$ cat src/rtl/regfile_writeback_arbiter_pkg.sv
// Shared types and constants for the register-file writeback arbiter and its LSU result FIFO.
package regfile_writeback_arbiter_pkg;

    localparam int WB_N       = 32;
    localparam int REG_ADDR_W = 5;
    localparam logic [REG_ADDR_W-1:0] X0 = '0;

    typedef struct packed {
        logic [REG_ADDR_W-1:0] rd;
        logic [WB_N-1:0]       data;
    } wb_entry_t;

    // x0 is hardwired to zero, so writes aimed at it must never reach the array.
    function automatic logic is_x0(input logic [REG_ADDR_W-1:0] rd);
        return rd == X0;
    endfunction

endpackage

$ cat src/rtl/regfile_writeback_arbiter_fifo.sv
// Small synchronous FIFO that queues LSU results until the write port is free.
module wb_sync_fifo
    import regfile_writeback_arbiter_pkg::*;
#(
    parameter int  DEPTH = 4,
    parameter type T     = wb_entry_t
) (
    input  logic                       clk,
    input  logic                       reset,
    input  logic                       push_i,
    input  T                           push_data_i,
    input  logic                       pop_i,
    output T                           head_o,
    output logic                       full_o,
    output logic                       empty_o,
    output logic [$clog2(DEPTH+1)-1:0] count_o
);

    localparam int AW = (DEPTH > 1) ? $clog2(DEPTH) : 1;
    localparam int CW = $clog2(DEPTH + 1);

    T                mem_q [DEPTH];
    logic [AW-1:0]   wr_ptr_q;
    logic [AW-1:0]   rd_ptr_q;
    logic [CW-1:0]   count_q;
    logic            do_push;
    logic            do_pop;

    assign full_o  = (count_q == CW'(DEPTH));
    assign empty_o = (count_q == '0);
    assign count_o = count_q;
    assign head_o  = mem_q[rd_ptr_q];

    assign do_push = push_i && !full_o;
    assign do_pop  = pop_i && !empty_o;

    // Storage carries no reset; only the pointers and occupancy define validity.
    always_ff @(posedge clk) begin
        if (do_push) begin
            mem_q[wr_ptr_q] <= push_data_i;
        end
    end

    always_ff @(posedge clk) begin
        if (reset) begin
            wr_ptr_q <= '0;
            rd_ptr_q <= '0;
            count_q  <= '0;
        end else begin
            if (do_push) begin
                wr_ptr_q <= wr_ptr_q + AW'(1);
            end
            if (do_pop) begin
                rd_ptr_q <= rd_ptr_q + AW'(1);
            end
            case ({do_push, do_pop})
                2'b10:   count_q <= count_q + CW'(1);
                2'b01:   count_q <= count_q - CW'(1);
                default: count_q <= count_q;
            endcase
        end
    end

endmodule

$ cat src/rtl/regfile_writeback_arbiter.sv
// Merges ALU and queued LSU results onto the single register-file write port.
// Optional same-cycle forwarding to decode is enabled by defining WB_FORWARD_EN.
module regfile_writeback_arbiter
    import regfile_writeback_arbiter_pkg::*;
#(
    parameter int N            = WB_N,
    parameter int DEPTH        = 4,
    parameter int STARVE_LIMIT = 3
) (
    input  logic                       clk,
    input  logic                       reset,
    input  logic                       alu_valid_i,
    input  logic [REG_ADDR_W-1:0]      alu_rd_i,
    input  logic [N-1:0]               alu_data_i,
    output logic                       alu_stall_o,
    input  logic                       lsu_valid_i,
    output logic                       lsu_ready_o,
    input  logic [REG_ADDR_W-1:0]      lsu_rd_i,
    input  logic [N-1:0]               lsu_data_i,
    output logic                       Reg_Write_o,
    output logic [REG_ADDR_W-1:0]      Write_Register_o,
    output logic [N-1:0]               Write_Data_o,
    output logic [$clog2(DEPTH+1)-1:0] fifo_count_o
`ifdef WB_FORWARD_EN
    ,
    input  logic [REG_ADDR_W-1:0]      fwd_rs1_i,
    input  logic [REG_ADDR_W-1:0]      fwd_rs2_i,
    output logic                       fwd_rs1_hit_o,
    output logic                       fwd_rs2_hit_o,
    output logic [N-1:0]               fwd_data_o1,
    output logic [N-1:0]               fwd_data_o2
`endif
);

    localparam int SW = $clog2(STARVE_LIMIT + 1);

    typedef struct packed {
        logic [REG_ADDR_W-1:0] rd;
        logic [N-1:0]          data;
    } entry_t;

    entry_t                fifo_head;
    entry_t                lsu_entry;
    entry_t                win;
    logic                  fifo_full;
    logic                  fifo_empty;
    logic                  fifo_push;
    logic                  fifo_pop;
    logic                  lsu_accept;
    logic                  issue;
    logic                  bypass;
    logic [SW-1:0]         starve_d;
    logic [SW-1:0]         starve_q;
    logic                  stall_d;
    logic                  stall_q;
    logic                  reg_write_q;
    logic [REG_ADDR_W-1:0] wr_reg_q;
    logic [N-1:0]          wr_data_q;

    assign lsu_entry   = '{rd: lsu_rd_i, data: lsu_data_i};
    assign lsu_ready_o = !fifo_full;
    assign lsu_accept  = lsu_valid_i && !fifo_full;

    wb_sync_fifo #(
        .DEPTH (DEPTH),
        .T     (entry_t)
    ) u_fifo (
        .clk         (clk),
        .reset       (reset),
        .push_i      (fifo_push),
        .push_data_i (lsu_entry),
        .pop_i       (fifo_pop),
        .head_o      (fifo_head),
        .full_o      (fifo_full),
        .empty_o     (fifo_empty),
        .count_o     (fifo_count_o)
    );

    // Forced drain beats ALU; otherwise ALU beats the queue, and the queue beats a fresh LSU result.
    always_comb begin
        issue    = 1'b0;
        fifo_pop = 1'b0;
        bypass   = 1'b0;
        win      = '0;
        starve_d = '0;
        if (stall_q) begin
            if (!fifo_empty) begin
                issue    = 1'b1;
                fifo_pop = 1'b1;
                win      = fifo_head;
            end
        end else if (alu_valid_i) begin
            issue    = 1'b1;
            win      = '{rd: alu_rd_i, data: alu_data_i};
            starve_d = fifo_empty ? '0 : starve_q + SW'(1);
        end else if (!fifo_empty) begin
            issue    = 1'b1;
            fifo_pop = 1'b1;
            win      = fifo_head;
        end else if (lsu_accept) begin
            issue    = 1'b1;
            bypass   = 1'b1;
            win      = lsu_entry;
        end
        fifo_push = lsu_accept && !bypass;
        stall_d   = (starve_d == SW'(STARVE_LIMIT));
    end

    // Address and data hold on idle cycles so downstream sees stable values.
    always_ff @(posedge clk) begin
        if (reset) begin
            reg_write_q <= 1'b0;
            wr_reg_q    <= '0;
            wr_data_q   <= '0;
            starve_q    <= '0;
            stall_q     <= 1'b0;
        end else begin
            reg_write_q <= issue && !is_x0(win.rd);
            if (issue) begin
                wr_reg_q  <= win.rd;
                wr_data_q <= win.data;
            end
            starve_q <= starve_d;
            stall_q  <= stall_d;
        end
    end

    assign alu_stall_o      = stall_q;
    assign Reg_Write_o      = reg_write_q;
    assign Write_Register_o = wr_reg_q;
    assign Write_Data_o     = wr_data_q;

`ifdef WB_FORWARD_EN
    assign fwd_rs1_hit_o = reg_write_q && (wr_reg_q == fwd_rs1_i) && !is_x0(fwd_rs1_i);
    assign fwd_rs2_hit_o = reg_write_q && (wr_reg_q == fwd_rs2_i) && !is_x0(fwd_rs2_i);
    assign fwd_data_o1   = wr_data_q;
    assign fwd_data_o2   = wr_data_q;
`endif

endmodule

$ cat config.mk
export PLATFORM = sky130hd
export DESIGN_NAME = regfile_writeback_arbiter
export DESIGN_NICKNAME = d
export VERILOG_FILES = /design/src/rtl/regfile_writeback_arbiter_pkg.sv /design/src/rtl/regfile_writeback_arbiter_fifo.sv /design/src/rtl/regfile_writeback_arbiter.sv
export SDC_FILE = /design/constraint.sdc
export NUM_CORES = 1
export LEC_CHECK = 0
export BUFFER_PORTS_ARGS = -buffer_cell sky130_fd_sc_hd__clkbuf_2
export CORE_UTILIZATION = 25
export DETAILED_ROUTE_END_ITERATION = 7
export SLEW_MARGIN = 20
export SYNTH_ARGS = -nofsm -noshare
export SYNTH_HDL_FRONTEND = slang
export SYNTH_SLANG_ARGS = --single-unit
$ cat constraint.sdc
create_clock -name clk -period 3.5 [get_ports clk]
set_clock_uncertainty 0.05 [all_clocks]
set_input_delay 0.175 -clock clk [delete_from_list [all_inputs] [get_ports clk]]
set_output_delay 0.175 -clock clk [all_outputs]
set_load 0.02 [all_outputs]
Yosys cells after proc, flatten, opt, wreduce, memory -nomap -nowiden
Memories as Yosys holds them, arrays and structs flattened. A register that Yosys moved wholly into a read port is not among the register bits.
Index checks and enable logic that the tools add are counted.
Widths: inputs -> output; s select.
{"block": "totals", "mem_count": 1, "register_bits": 48, "latchBits": 0, "ramBits": 148, "word_cells": 53, "in_bits": 78, "romBits": 0}
{"block": "op_classes", "n_bitwise": 0, "mux": 23, "shift": 0, "mul": 0, "reduce_logical": 12, "order_cmp": 0, "n_eq_ne": 4, "n_addsub": 5, "div_mod_pow": 0}
{"name": "u_fifo.mem_q", "depth": 4, "width": 37, "read_ports": 1, "rd_ports_with_merged_regs": 1, "wr": 1, "line_no": "regfile_writeback_arbiter_fifo.sv:22", "text": "T mem_q [DEPTH];"}
{"operator": "$mux 37", "count": 5}
{"operator": "$mux 1", "count": 12}
{"operator": "$mux 2", "count": 5}
{"operator": "$add 2x1->2 const B", "count": 3}
{"operator": "$pmux 3 s2", "count": 1}
{"operator": "$logic_and 1x1->1", "count": 5}
{"operator": "$logic_not 5->1", "count": 1}
{"operator": "$eq 2x2->1 const B", "count": 2}
{"operator": "$logic_not 1->1", "count": 4}
{"operator": "$add 3x1->3 const B", "count": 1}
{"operator": "$eq 3x3->1 const B", "count": 1}
{"operator": "$logic_not 3->1", "count": 1}
{"operator": "$sub 3x1->3 const B", "count": 1}
{"operator": "$eq 2x1->1 const B", "count": 1}
{"operator": "$reduce_bool 2->1", "count": 1}

Logic depth before layout (Yosys ltp)
Gate-level depths: netlist (run 1).
{"block": "depth", "depth_word": 12, "mapped_depth": 11}

By module
A second synthesis (run 1) with hierarchy kept.
{"block": "hier_totals", "hier_cells": 476, "hier_area_um2": 7837.5}
{"mod": "wb_sync_fifo", "n_inst": 1, "cells_per_inst": 247, "area_each_um2": 5866.9, "seq_area_each_um2": 4624.4}
{"mod": "regfile_writeback_arbiter", "n_inst": 1, "cells_per_inst": 229, "area_each_um2": 1970.6, "seq_area_each_um2": 820.8}

Least setup slack after synthesis (run 1)
OpenSTA, ideal clock, no wires.
{"block": "synth_path", "kind": "register to register", "from": "register u_fifo.count_q[0] (netlist: u_fifo.count_o[0])", "to": "memory u_fifo.mem_q[0][0] (netlist bit) (enable)", "arrival_time_ns": 2.162, "required_time_ns": 3.052, "slack_ns": 0.890, "path_stages_with_launch": 5, "synth_period_minus_slack_ns": 2.610, "setup_time_ns": 0.398, "path_cell_list": "dfxtp_1 -> inv_1 -> nand3_1 -> o311a_1 -> and2_1"}
{"block": "synth_via", "elab_chain_cells": 12, "word_cells_on_any_way": 13}
{"element": "start, declared", "line_no": "regfile_writeback_arbiter_fifo.sv:25", "text": "logic [CW-1:0] count_q;"}
{"element": "start signal, assigned", "line_no": "regfile_writeback_arbiter_fifo.sv:57", "text": "2'b10: count_q <= count_q + CW'(1);"}
{"element": "start signal, assigned", "line_no": "regfile_writeback_arbiter_fifo.sv:58", "text": "2'b01: count_q <= count_q - CW'(1);"}
{"element": "start signal, assigned", "line_no": "regfile_writeback_arbiter_fifo.sv:59", "text": "default: count_q <= count_q;"}
{"element": "$eq 3x3->1 *", "line_no": "regfile_writeback_arbiter_fifo.sv:29", "text": "assign full_o = (count_q == CW'(DEPTH));"}
{"element": "$logic_not 1->1 *"}
{"element": "named net lsu_ready_o", "line_no": "regfile_writeback_arbiter.sv:17", "text": "output logic lsu_ready_o,"}
{"element": "$logic_and 1x1->1", "line_no": "regfile_writeback_arbiter.sv:62", "text": "assign lsu_accept = lsu_valid_i && !fifo_full;"}
{"element": "$mux 1", "line_no": "regfile_writeback_arbiter.sv:100", "text": "end else if (lsu_accept) begin"}
{"element": "$mux 1", "line_no": "regfile_writeback_arbiter.sv:96", "text": "end else if (!fifo_empty) begin"}
{"element": "$mux 1", "line_no": "regfile_writeback_arbiter.sv:92", "text": "end else if (alu_valid_i) begin"}
{"element": "$mux 1", "line_no": "regfile_writeback_arbiter.sv:86", "text": "if (stall_q) begin"}
{"element": "$logic_not 1->1", "line_no": "regfile_writeback_arbiter.sv:105", "text": "fifo_push = lsu_accept && !bypass;"}
{"element": "$logic_and 1x1->1", "line_no": "regfile_writeback_arbiter.sv:105"}
{"element": "$logic_and 1x1->1 *", "line_no": "regfile_writeback_arbiter_fifo.sv:34", "text": "assign do_push = push_i && !full_o;"}
{"element": "$mux 1 *", "line_no": "regfile_writeback_arbiter_fifo.sv:39", "text": "if (do_push) begin"}
{"element": "$mux 1 (implied by the code) *", "line_no": "regfile_writeback_arbiter_fifo.sv:40", "text": "mem_q[wr_ptr_q] <= push_data_i;"}
{"element": "end, declared", "line_no": "regfile_writeback_arbiter_fifo.sv:22"}
Mark *: on every way through the listed nets, which the timed path passes. The rest lies on a longest branch.

Worst setup path in the final report (run 1)
{"block": "layout_path", "from": "register u_fifo.count_q[2] (netlist: u_fifo.count_o[2])", "to": "register u_fifo.count_q[2] (netlist: u_fifo.count_o[2])"}
{"block": "layout_via", "elab_chain_cells": 12, "word_cells_on_any_way": 22}
{"element": "$eq 3x3->1", "line_no": "regfile_writeback_arbiter_fifo.sv:29"}
{"element": "$logic_not 1->1", "line_no": "regfile_writeback_arbiter_fifo.sv:34, regfile_writeback_arbiter.sv:62"}
{"element": "$logic_and 1x1->1", "line_no": "regfile_writeback_arbiter.sv:62"}
{"element": "$mux 1", "line_no": "regfile_writeback_arbiter.sv:100"}
{"element": "$mux 1", "line_no": "regfile_writeback_arbiter.sv:96"}
{"element": "$mux 1", "line_no": "regfile_writeback_arbiter.sv:92"}
{"element": "$mux 1", "line_no": "regfile_writeback_arbiter.sv:86"}
{"element": "$logic_not 1->1", "line_no": "regfile_writeback_arbiter.sv:105"}
{"element": "$logic_and 1x1->1", "line_no": "regfile_writeback_arbiter.sv:105"}
{"element": "$logic_and 1x1->1", "line_no": "regfile_writeback_arbiter_fifo.sv:34"}
{"element": "$eq 2x1->1 or $eq 2x2->1 (tied branches)", "line_no": "regfile_writeback_arbiter_fifo.sv:56", "text": "case ({do_push, do_pop})"}
{"element": "$pmux 3 s2 or $reduce_bool 2->1 (tied branches)"}
Several ways; a longest one is shown, not always the timed one.
A chain may end at the register's enable or synchronous reset.

==> implementation parameters, run 1 <==
Parameter                              Value

Pwr
  Leakage power figure ... 3.35 nW
  Part of the power in registers ... 46.3%
  Cell-internal power ... 4.63 mW
  IR drop worst, VDD ... 0.320 mV
  Power, Total ... 6.77 mW
  Switch share ... 31.6%
  Switching power ... 2.14 mW
  Logic gate share of total power ... 25.9%
  Clock power share ... 27.8%
  Power density cells ... 699 nW/um2

STA
  Normalized max-slew margin ... 34.0%
  Count of endpoints failing hold in the final timing report ... 0
  Transition time of the tightest slew-check pin ... 0.990 ns
  Achievable Freq ... 383 MHz
  Final critical-path share of the clock period ... 74.6%
  Final setup fails ... 0
  RSZ-0062 raised after global routing ... no
  Post-route minimum period ... 2.61 ns
  Number of slew-limit violations in the final report ... 0
  Sum of negative setup slack ... 0 ns

Cells and area
  Synth-to-Final Area Change ... 28.3%
  Most common cell after layout, fill and taps aside ... sky130_fd_sc_hd__edfxtp_1
  Storage element area ... 5450 um2
  Top library cells by usage in the layout, fill and taps aside ... sky130_fd_sc_hd__edfxtp_1, sky130_fd_sc_hd__clkbuf_2, sky130_fd_sc_hd__dlygate4sd3_1, sky130_fd_sc_hd__dfxtp_1, sky130_fd_sc_hd__nand2_1
  Multi-input logic area ... 1930 um2
  Fraction of layout instances using a drive strength above 1 ... 34.2%
  Final nets ... 694
  Layout fillers ... 2940
  Fin util ... 32.7%
  Diodes inserted ... 0

Detailed routing
  Count of routing violations after the opening detailed-route iteration ... 433
  Vias after detailed routing ... 4636
  DRC violation count after routing ... 0
  Overall routed net length ... 18.4 mm
  Final ANT Viol Nets ... 0
  Average wire per standard cell ... 18.2 um
  Number of optimization iterations in the first detailed-route pass ... 5
  Via count normalized by instance count ... 4.58

Clock tree
  Clock latency on the worst-skew pair ... 0.43 ns
  Number of post-CTS setup repair buffers ... 0
  Clock transition at the register clock pins on the worst setup and hold paths after CTS ... 0.08 ns
  Inserted Clock Buffers ... 17
  Bufs on Longest Clock Path ... 2
  Root buffer cell ... sky130_fd_sc_hd__clkbuf_16
  TritonCTS clock tree ... built
  Number of sinks handled by clock tree synthesis ... 198
  Clock H-tree levels ... 4

Die
  Core Box Area ... 29600 um2
  Vertical die dimension ... 176 um
  Width of the die ... 176 um
  Cell Rows ... 63
  I/O pin cnt ... 121
  Area of the die ... 30900 um2
  Initial cell density of the core ... 25.5%

Yosys
  Netlist Area Pre-Place ... 7550 um2
  Post-synth cell types ... 35
  Number of nets produced by synthesis ... 523
  Number of register bits inferred by synthesis ... 198
  Number of warnings reported in the yosys synthesis log ... 0
  Gate Count Post-Synth ... 439
  Mean cell area of the mapped netlist ... 17.2 um2
  Seq/Total Area, Yosys ... 72.1%

Global routing
  Tot GR Track Use ... 12.3%
  Pin count of the biggest net entering global routing ... 40
  Vias in the first global route ... 4780
  Number of antenna violations at the first check in global routing ... 0
  Global route overflow ... 0
  Wire length of the first global-routing pass ... 28.2 mm

Worst hold path
  Hold crit path type ... input pin to flip-flop

Worst setup path
  Worst Path Max Fanout ... 7
  Data arrival, critical path ... 2.92 ns
  Type of the worst setup path ... flip-flop to flip-flop
  Kind of launch point of the worst setup path ... flip-flop
  Setup slack on the worst flop-to-flop path ... 0.89 ns
  Reg-to-Reg End ... u_fifo.count_o[2]
  Data required time of the worst path ... 3.81 ns
  Crit Reg-Reg Startpoint ... u_fifo.count_o[2]
  Worst reg-to-reg path cell count ... 9
  Launch point of the worst path ... u_fifo.count_o[2]
  Nature of the critical path endpoint ... flip-flop
  Timing endpoint of the critical path ... u_fifo.count_o[2]

Placed design
  Number of buffers added on ports ... 120
  Final RePlAce weighted congestion ... 0.672
  Post-detail-place hpwl ... 11.2 mm

Flow run
  Number of max-cap violations ... 0

Outcome
  Status ... finished, final reports clean
[registers in the layout (all words and copies together) (netlist names), named ones only]
| signal | cells |
|---|---|
| u_fifo.count_o | 3 |
| Write_Register_o | 5 |
| alu_stall_o | 1 |
| u_fifo.rd_ptr_q | 2 |
| u_fifo.wr_ptr_q | 2 |
| u_fifo.mem_q | 148 |
| Reg_Write_o | 1 |
| Write_Data_o | 32 |
| starve_q | 2 |
[power groups by stage]
stage / Combinational (mW) / Clock, mW / Sequential [mW]
floorplan: 1.14 / 0 / 3.21
global placement: 1.72 / 0 / 3.18
detailed placement: 1.73 / 0 / 3.20
CTS: 1.79 / 1.95 / 3.15
global route: 1.92 / 2.02 / 3.19
finish: 1.76 / 1.88 / 3.13
[cell usage after synthesis (all sizes together)]
cell type / n / area (um2)
a21oi: 40 / 200
a221oi: 2 / 17.5
a222oi: 33 / 330
a311oi: 1 / 8.76
a32o: 1 / 10.0
and2: 4 / 25.0
and3: 2 / 12.5
and3b: 1 / 8.76
buf: 18 / 120
clkbuf: 11 / 41.3
dfxtp: 50 / 1000
edfxtp: 148 / 4440
fa: 1 / 20.0
ha: 5 / 62.6
inv: 8 / 30.0
mux2i: 1 / 10.0
mux4: 37 / 833
nand2: 43 / 161
nand2b: 1 / 6.26
nand3: 1 / 5.00
nor2: 10 / 37.5
nor2b: 2 / 12.5
nor3: 1 / 10.0
nor4: 3 / 25.0
o21a: 1 / 7.51
o21ai: 4 / 20.0
o22ai: 1 / 12.5
o311a: 1 / 10.0
or3: 2 / 12.5
xnor2: 3 / 26.3
xor2: 3 / 26.3
[how the worst min path moves through the flow]
stage                    from                  end  slack (ns)  depth (start not counted)
2_1_floorplan           reset          starve_q[1]        0.21                          1
3_5_place_dp   lsu_data_i[26]  u_fifo.mem_q[0][26]        0.37                          1
5_1_grt        alu_data_i[25]     Write_Data_o[25]        0.02                          3
6_report        alu_data_i[1]      Write_Data_o[1]        0.02                          3
4_1_cts        alu_data_i[23]     Write_Data_o[23]      0.0001                          3
3_3_place_gp    lsu_data_i[8]   u_fifo.mem_q[2][8]        0.37                          1
[logic make-up (layout without fill, tap and decap cells)]
family / Yosys count / after routing / synth area share [%]
multiplexers: 38 / 38 / 11.2
buffers and inverters: 37 / 221 / 2.54
AO/OA/AOI/OAI: 84 / 84 / 8.17
XOR/XNOR: 6 / 6 / 0.696
AND/OR/NAND/NOR: 70 / 70 / 4.19
flip-flops: 198 / 198 / 72.1
adder cells (fa/ha/maj): 6 / 6 / 1.09
[through the flow]
step	std cells	worst slack, ns	hold slack, ns	instance area (um2)
finish	1013	0.888	0.0248	9690
global route	1013	0.725	0.0155	9690
CTS	1013	0.870	0.000100	9690
detailed placement	931	0.912	0.368	8620
global placement	931	0.940	0.366	8620
floorplan	439	0.890	0.209	7550
[layout make-up]
type | count | area share (%)
Timing Repair Buffer | 181 | 12.6
Tap cell | 390 | 5.04
Clock inverter | 15 | 1.42
Sequential cell | 198 | 56.3
Multi-Input combinational cell | 204 | 20.0
Clock buffer | 17 | 4.39
Inverter | 8 | 0.310
[worst max-delay path, stage by stage (launching register included)]
cell                      delay [ns]
sky130_fd_sc_hd__dfxtp_1        0.38
sky130_fd_sc_hd__or3_1          0.42
sky130_fd_sc_hd__o311a_1        0.40
sky130_fd_sc_hd__inv_1          0.09
sky130_fd_sc_hd__ha_1           0.17
sky130_fd_sc_hd__inv_1          0.06
sky130_fd_sc_hd__fa_1           0.37
sky130_fd_sc_hd__xor2_1         0.16
sky130_fd_sc_hd__or3_1          0.30
sky130_fd_sc_hd__a21oi_1        0.14
[timing repair]
item / CTS / global route
setup endpoints to repair: 0 / 0
hold endpoints to repair: 180 / 0
gates resized for setup: 0 / 0
hold buffers: 50 / 0
[layer usage]
metal | GRT usage [%] | up-vias | routed length [um]
met5 | 0 | - | 0
met3 | 2.77 | 8 | 1100
met1 | 15.9 | 2349 | 7900
met2 | 21.1 | 159 | 9330
li1 | - | 2120 | -
met4 | 2.68 | 0 | 110
Note: power is estimated with default switching activity, not from simulation.
==> inputs of run 2 (changes only) <==
--- a/config.mk
+++ b/config.mk
@@ -5,6 +5,7 @@
 export SDC_FILE = /design/constraint.sdc
 export NUM_CORES = 1
 export LEC_CHECK = 0
+export ABC_AREA = 1
 export BUFFER_PORTS_ARGS = -buffer_cell sky130_fd_sc_hd__clkbuf_2
 export CORE_UTILIZATION = 25
 export DETAILED_ROUTE_END_ITERATION = 7
==> constraint.sdc (replaced) <==
create_clock -name clk -period 2.7 [get_ports clk]
set_clock_uncertainty 0.05 [all_clocks]
set_input_delay 0.135 -clock clk [delete_from_list [all_inputs] [get_ports clk]]
set_output_delay 0.135 -clock clk [all_outputs]
set_load 0.02 [all_outputs]
==> run 2 against run 1 <==
  * Setup slack lost 0.43 ns
  * Critical path depth grew 3
  * Sequential cell count is the same
  * Final cell count grew 33%
  * Global-route usage grew 0.60 points
  * Cell area grew 6.3%
  * Wire length grew 9.7%
  * First-iteration DRC count shrank 11%
  * Critical path type unchanged
  * Largest cell class unchanged
==> implementation parameters, run 2 <==
Parameter                              Value

Pwr
  Power density cells ... 854 nW/um2
  Part of the power in registers ... 44.0%
  Leakage power figure ... 4.06 nW
  Logic gate share of total power ... 26.3%
  IR drop worst, VDD ... 0.598 mV
  Switch share ... 32.3%
  Switching power ... 2.84 mW
  Clock power share ... 29.7%
  Cell-internal power ... 5.95 mW

Cells and area
  Most common cell after layout, fill and taps aside ... sky130_fd_sc_hd__nand2_1
  Register containing the most flip-flops in the final layout ... u_fifo.mem_q
  Diodes inserted ... 0
  Final non-filler cell total ... 1352
  Final nets ... 1021
  Synth-to-Final Area Change ... 28.8%
  Area of all placed cells without fillers ... 10300 um2
  Fraction of layout instances using a drive strength above 1 ... 19.2%
  Top library cells by usage in the layout, fill and taps aside ... sky130_fd_sc_hd__nand2_1, sky130_fd_sc_hd__edfxtp_1, sky130_fd_sc_hd__clkbuf_2, sky130_fd_sc_hd__nor2_1, sky130_fd_sc_hd__o21ai_0
  Layout fillers ... 3168
  Flip-flop count of the largest register, all copies and words added ... 148

Yosys
  Mean cell area of the mapped netlist ... 10.5 um2
  Seq/Total Area, Yosys ... 68.1%
  Portion of synthesized cell area occupied by the leading cell type ... 55.6%
  Number of warnings reported in the yosys synthesis log ... 0
  Predominant post-synthesis flop cell ... sky130_fd_sc_hd__edfxtp_1
  Number of nets produced by synthesis ... 849
  Largest cells by area after synthesis ... sky130_fd_sc_hd__edfxtp_1, sky130_fd_sc_hd__dfxtp_1, sky130_fd_sc_hd__nand2_1
  Netlist Area Pre-Place ... 8000 um2
  Share of async-settable or async-resettable flops after synthesis ... 0%
  Cell taking the most area after synthesis ... sky130_fd_sc_hd__edfxtp_1
  Top cells by instance count after synthesis ... sky130_fd_sc_hd__nand2_1, sky130_fd_sc_hd__edfxtp_1, sky130_fd_sc_hd__nor2_1
  Number of register bits inferred by synthesis ... 198
  Gate Count Post-Synth ... 765
  Post-synth cell types ... 25
  Cell with the most instances after synthesis ... sky130_fd_sc_hd__nand2_1
  Number of enable-type register cells in the synthesized netlist ... 148

Worst setup path
  Setup slack on the worst flop-to-flop path ... 0.46 ns
  Count of buffering cells on the critical path with inverters included ... 2
  Worst Path Max Fanout ... 4
  Worst reg-to-reg path cell count ... 12
  Cell-by-cell trace of the critical path ... nor2_1, nand3_1, nor2_4, nor2_1, inv_2, ha_1, inv_1, fa_1, a21oi_1, o21ai_0, o21ai_0, a21oi_1
  Type of the worst setup path ... flip-flop to flip-flop
  Data required time of the worst path ... 2.96 ns
  Nature of the critical path endpoint ... flip-flop
  Crit Reg-Reg Startpoint ... u_fifo.count_o[1]
  Peak per-stage delay on the critical path ... 0.37 ns
  Largest delay share family, worst path ... simple AND/OR/NAND/NOR gates
  Critical Path Slowest Stage Cell ... sky130_fd_sc_hd__fa_1
  Kind of launch point of the worst setup path ... flip-flop
  Data arrival, critical path ... 2.50 ns
  Reg-to-Reg End ... u_fifo.count_o[2]

STA
  Final setup fails ... 0
  Number of slew-limit violations in the final report ... 0
  Achievable Freq ... 447 MHz
  Count of endpoints failing hold in the final timing report ... 0
  Normalized max-slew margin ... 63.7%
  RSZ-0062 raised after global routing ... no
  Sum of negative setup slack ... 0 ns
  Post-route worst hold slack ... 0.0164 ns
  Post-route minimum period ... 2.24 ns
  Transition time of the tightest slew-check pin ... 0.543 ns
  Final critical-path share of the clock period ... 82.9%

Placed design
  Final RePlAce weighted congestion ... 0.748
  Cell count after placement ... 1263
  Post-detail-place hpwl ... 12.2 mm
  Number of buffers added on ports ... 120
  Area after DPL ... 9130 um2

Detailed routing
  Count of routing violations after the opening detailed-route iteration ... 386
  Vias after detailed routing ... 5872
  Number of optimization iterations in the first detailed-route pass ... 4
  DRC violation count after routing ... 0
  Average wire per standard cell ... 15.0 um
  Final ANT Viol Nets ... 0
  Overall routed net length ... 20.2 mm
  Via count normalized by instance count ... 4.34

Clock tree
  Root buffer cell ... sky130_fd_sc_hd__clkbuf_16
  Clock latency on the worst-skew pair ... 0.42 ns
  Inserted Clock Buffers ... 17
  Bufs on Longest Clock Path ... 2
  Number of sinks handled by clock tree synthesis ... 198
  TritonCTS clock tree ... built
  Clock H-tree levels ... 4
  Clock transition at the register clock pins on the worst setup and hold paths after CTS ... 0.07 ns
  Number of instances resized during post-cts repair ... 0

Die
  Cell Rows ... 65
  Vertical die dimension ... 181 um
  Area of the die ... 32700 um2
  I/O pin cnt ... 121
  Core Box Area ... 31500 um2
  Width of the die ... 181 um
  Initial cell density of the core ... 25.4%

Global routing
  Number of antenna violations at the first check in global routing ... 0
  Pin count of the biggest net entering global routing ... 48
  Global route overflow ... 0
  Wire length of the first global-routing pass ... 32.5 mm
  Tot GR Track Use ... 12.9%
  Vias in the first global route ... 5901

Worst hold path
  End of the worst hold path ... Write_Data_o[12]
  Hold crit path type ... input pin to flip-flop
  Startpoint of the most critical hold path ... alu_data_i[12]
  Worst Hold Path Cells ... 5

Flow run
  Number of max-cap violations ... 0

Outcome
  Status ... finished, final reports clean
[run 2: kinds of logic after synthesis]
logic type                 after synthesis  share of synthesized area (%)
xor gates and xnor gates                 1                          0.110
adders and majority gates                6                           1.03
buffers and inverters                   88                           4.74
AOI/OAI and AO/OA                      176                           11.5
DFF                                    198                           68.1
and+or+nand+nor                        296                           14.5
[run 2: final cells by class]
cell class | instances | area, um2 | area share (%)
clock buffer | 20 | 447 | 4.34
clock inverter | 12 | 153 | 1.48
inverter | 46 | 173 | 1.68
multi-input combinational | 479 | 2220 | 21.5
sequential | 198 | 5450 | 52.9
tap | 402 | 503 | 4.88
timing repair buffer | 195 | 1360 | 13.2
[run 2: worst max-delay path by stage]
stage               slack (ns)               from            endpoint  cells after the start
finish                    0.46  u_fifo.count_o[1]   u_fifo.count_o[2]                     12
global route              0.23  u_fifo.count_o[1]   u_fifo.count_o[2]                     12
CTS                       0.48  u_fifo.count_o[0]   u_fifo.count_o[2]                     12
detailed placement        0.49  u_fifo.count_o[0]   u_fifo.count_o[2]                     12
global placement          0.51  u_fifo.count_o[0]   u_fifo.count_o[2]                     12
floorplan                -0.43  u_fifo.count_o[1]  u_fifo.mem_q[0][0]                      6
[run 2: stage by stage]
stage	setup slack, ns	total power, mW	utilization, %
2_1_floorplan	-0.432	5.41	-
3_3_place_gp	0.506	6.18	29.0
3_5_place_dp	0.494	6.22	29.0
4_1_cts	0.475	8.92	32.7
5_1_grt	0.225	9.34	32.7
6_report	0.462	8.79	32.7
[run 2: metal layers]
metal	GRT usage (%)	wire length, um	part of all wire (%)	up-vias
li1	-	-	-	2956
met1	17.1	9740	48	2765
met2	21.3	9470	47	136
met3	2.82	816	4.0	15
met4	3.49	200	0.99	0
met5	0	0	0	-
[run 2: worst reg2reg max path, stage by stage, from the launching register on]
cell and delay (ns):
sky130_fd_sc_hd__dfxtp_1 0.34, sky130_fd_sc_hd__nor2_1 0.20, sky130_fd_sc_hd__nand3_1 0.23, sky130_fd_sc_hd__nor2_4 0.14, sky130_fd_sc_hd__nor2_1 0.08, sky130_fd_sc_hd__inv_2 0.06, sky130_fd_sc_hd__ha_1 0.13, sky130_fd_sc_hd__inv_1 0.06
sky130_fd_sc_hd__fa_1 0.37, sky130_fd_sc_hd__a21oi_1 0.14, sky130_fd_sc_hd__o21ai_0 0.11, sky130_fd_sc_hd__o21ai_0 0.17, sky130_fd_sc_hd__a21oi_1 0.05
[run 2: what timing repair did]
| action | in CTS | in global routing |
|---|---|---|
| hold endpoints to repair | 177 | 0 |
| hold buffers | 57 | 0 |
| setup buffers | 0 | 0 |
[run 2: power by group through the flow]
stage / combinational (mW) / sequential [mW] / clock (mW)
CTS: 2.35 / 3.87 / 2.69
global placement: 2.26 / 3.93 / 0
finish: 2.32 / 3.87 / 2.61
floorplan: 1.32 / 4.10 / 0
detailed placement: 2.28 / 3.94 / 0
global route: 2.62 / 3.91 / 2.81
==> inputs of run 3 (changes only) <==
==> constraint.sdc (replaced) <==
create_clock -name clk -period 2 [get_ports clk]
set_clock_uncertainty 0.05 [all_clocks]
set_input_delay 0.1 -clock clk [delete_from_list [all_inputs] [get_ports clk]]
set_output_delay 0.1 -clock clk [all_outputs]
set_load 0.02 [all_outputs]
==> run 3 against run 2 <==
  * Global-route usage about the same
  * Maximum frequency up 15%
  * Highest routed layer unchanged
  * Setup slack worse by 0.41 ns
  * Sequential share of layout area down 1.8 points
  * Register-to-register slack worse by 0.41 ns
  * Largest cell class unchanged
==> implementation parameters, run 3 (synthesis gave the netlist of run 2 again) <==
Parameter                              Value

STA
  Post-route minimum period ... 1.95 ns
  Transition time of the tightest slew-check pin ... 0.472 ns
  Final setup fails ... 0
  Final critical-path share of the clock period ... 97.6%
  Count of endpoints failing hold in the final timing report ... 0
  RSZ-0062 raised after global routing ... yes
  Normalized max-slew margin ... 68.5%
  Worst Slack Setup Final ... 0.0481 ns
  Sum of negative setup slack ... 0 ns
  Achievable Freq ... 512 MHz
  Post-route worst hold slack ... 0.0509 ns
  Number of slew-limit violations in the final report ... 0

Worst setup path
  Reg-to-Reg End ... u_fifo.count_o[2]
  Type of the worst setup path ... flip-flop to flip-flop
  Data required time of the worst path ... 2.28 ns
  Kind of launch point of the worst setup path ... flip-flop
  Timing endpoint of the critical path ... u_fifo.count_o[2]
  Worst reg-to-reg path cell count ... 12
  Nature of the critical path endpoint ... flip-flop
  Launch point of the worst path ... u_fifo.count_o[0]
  Worst Path Max Fanout ... 3
  Crit Reg-Reg Startpoint ... u_fifo.count_o[0]
  Data arrival, critical path ... 2.23 ns
  Setup slack on the worst flop-to-flop path ... 0.05 ns

Placed design
  Post-detail-place hpwl ... 13.3 mm
  Dpl ws ... 0.0362 ns
  Final RePlAce weighted congestion ... 0.754
  Number of buffers added on ports ... 120
  Cell count after placement ... 1272

Pwr
  Part of the power in registers ... 42.4%
  Cell-internal power ... 8.03 mW
  Clock power share ... 29.8%
  Logic gate share of total power ... 27.8%
  Leakage power figure ... 4.22 nW
  Power density cells ... 1160 nW/um2
  Switching power ... 4.33 mW
  Switch share ... 35.1%
  IR drop worst, VDD ... 0.644 mV

Cells and area
  Flip-flop count of the largest register, all copies and words added ... 148
  Fraction of layout instances using a drive strength above 1 ... 21.8%
  Multi-input logic area ... 2280 um2
  Top library cells by usage in the layout, fill and taps aside ... sky130_fd_sc_hd__nand2_1, sky130_fd_sc_hd__edfxtp_1, sky130_fd_sc_hd__clkbuf_2, sky130_fd_sc_hd__nor2_1, sky130_fd_sc_hd__o21ai_0
  Layout fillers ... 3166
  Fin util ... 34.0%
  Register containing the most flip-flops in the final layout ... u_fifo.mem_q
  Final nets ... 1044
  Diodes inserted ... 0
  Storage element area ... 5460 um2
  Most common cell after layout, fill and taps aside ... sky130_fd_sc_hd__nand2_1
  Synth-to-Final Area Change ... 33.7%
  Final non-filler cell total ... 1375

Clock tree
  Bufs on Longest Clock Path ... 2
  Clock H-tree levels ... 4
  Inserted Clock Buffers ... 17
  Root buffer cell ... sky130_fd_sc_hd__clkbuf_16
  Number of sinks handled by clock tree synthesis ... 198
  TritonCTS clock tree ... built
  Clock transition at the register clock pins on the worst setup and hold paths after CTS ... 0.08 ns
  Clock latency on the worst-skew pair ... 0.43 ns

Global routing
  Number of antenna violations at the first check in global routing ... 0
  Fraction of met3 tracks used by global routing ... 2.54%
  Vias in the first global route ... 6111
  Global route overflow ... 0
  Met1 usage ... 16.0%
  GR Layer Usage met2 ... 23.0%
  Busiest metal layer after global routing ... met2
  Wire length of the first global-routing pass ... 32.6 mm
  Tot GR Track Use ... 12.9%
  Pin count of the biggest net entering global routing ... 58

Die
  I/O pin cnt ... 121
  Core Box Area ... 31500 um2
  Area of the die ... 32700 um2
  Initial cell density of the core ... 25.4%
  Vertical die dimension ... 181 um
  Cell Rows ... 65
  Width of the die ... 181 um

Detailed routing
  Vias after detailed routing ... 6016
  Overall routed net length ... 20.7 mm
  Via count normalized by instance count ... 4.38
  Average wire per standard cell ... 15.1 um
  Count of routing violations after the opening detailed-route iteration ... 353
  Final ANT Viol Nets ... 0
  Number of optimization iterations in the first detailed-route pass ... 4
  DRC violation count after routing ... 0

Worst hold path
  Hold crit path type ... input pin to flip-flop

Outcome
  Status ... finished, final reports clean

Flow run
  Number of max-cap violations ... 0
-- run 3: cell count changes in the layout (fill, tap and decap cells not counted), sizes merged --
| cell | delta |
|---|---|
| bufinv | -3 |
| clkinvlp | -2 |
| buf | +11 |
| clkbuf | -3 |
| dlygate4sd3 | +12 |
| inv | +8 |
-- run 3: how the worst min path moves through the flow --
stage | from | end | slack (ns) | depth (start not counted)
floorplan | lsu_data_i[0] | u_fifo.mem_q[0][0] | 0.15 | 0
global placement | lsu_data_i[14] | u_fifo.mem_q[3][14] | 0.29 | 1
detailed placement | lsu_data_i[29] | u_fifo.mem_q[0][29] | 0.29 | 1
CTS | reset | Write_Data_o[30] | 0.03 | 3
global route | reset | Write_Data_o[28] | 0.04 | 3
finish | alu_rd_i[4] | Write_Register_o[4] | 0.05 | 7
-- run 3: area by class of cell --
type / instances / area share [%]
Clock buffer: 17 / 3.98
Sequential cell: 198 / 51.1
Multi-Input combinational cell: 479 / 21.3
Tap cell: 402 / 4.70
Clock inverter: 15 / 2.07
Inverter: 46 / 1.66
Timing Repair Buffer: 218 / 15.2
-- run 3: critical path, stage by stage (launching register included) --
cell	delay (ns)
sky130_fd_sc_hd__dfxtp_4	0.36
sky130_fd_sc_hd__nor2_4	0.16
sky130_fd_sc_hd__nand3_4	0.09
sky130_fd_sc_hd__nor2_4	0.12
sky130_fd_sc_hd__nor2_4	0.06
sky130_fd_sc_hd__inv_4	0.06
sky130_fd_sc_hd__ha_4	0.13
sky130_fd_sc_hd__inv_4	0.04
sky130_fd_sc_hd__fa_2	0.35
sky130_fd_sc_hd__a21oi_2	0.15
sky130_fd_sc_hd__o21ai_2	0.08
sky130_fd_sc_hd__o21ai_1	0.13
sky130_fd_sc_hd__a21oi_1	0.05
-- run 3: power by group through the flow --
| stage | Sequential [mW] | Clock, mW | Combinational [mW] |
|---|---|---|---|
| finish | 5.24 | 3.69 | 3.43 |
| floorplan | 5.54 | 0 | 1.92 |
| CTS | 5.25 | 3.80 | 3.42 |
| global route | 5.30 | 3.95 | 3.83 |
| detailed placement | 5.34 | 0 | 3.31 |
| global placement | 5.32 | 0 | 3.27 |
-- run 3: what timing repair did --
| action | CTS | global route |
|---|---|---|
| hold buffers | 69 | 0 |
| setup buffers | 0 | 2 |
| gates resized for setup | 0 | 6 |
| hold endpoints to repair | 180 | 0 |
| setup endpoints to repair | 0 | 4 |
-- run 3: stage by stage --
stage,power (mW),area [um2]
finish,12.4,10700
global route,13.1,10700
global placement,8.58,9320
floorplan,7.46,8110
detailed placement,8.64,9320
CTS,12.5,10700
-- run 3: per-layer routing --
metal  vias to the layer above  routed length [um]
li1                       3010                   -
met5                         -                   0
met2                       133               10400
met4                         0                 140
met1                      2862                9440
met3                        11                 788
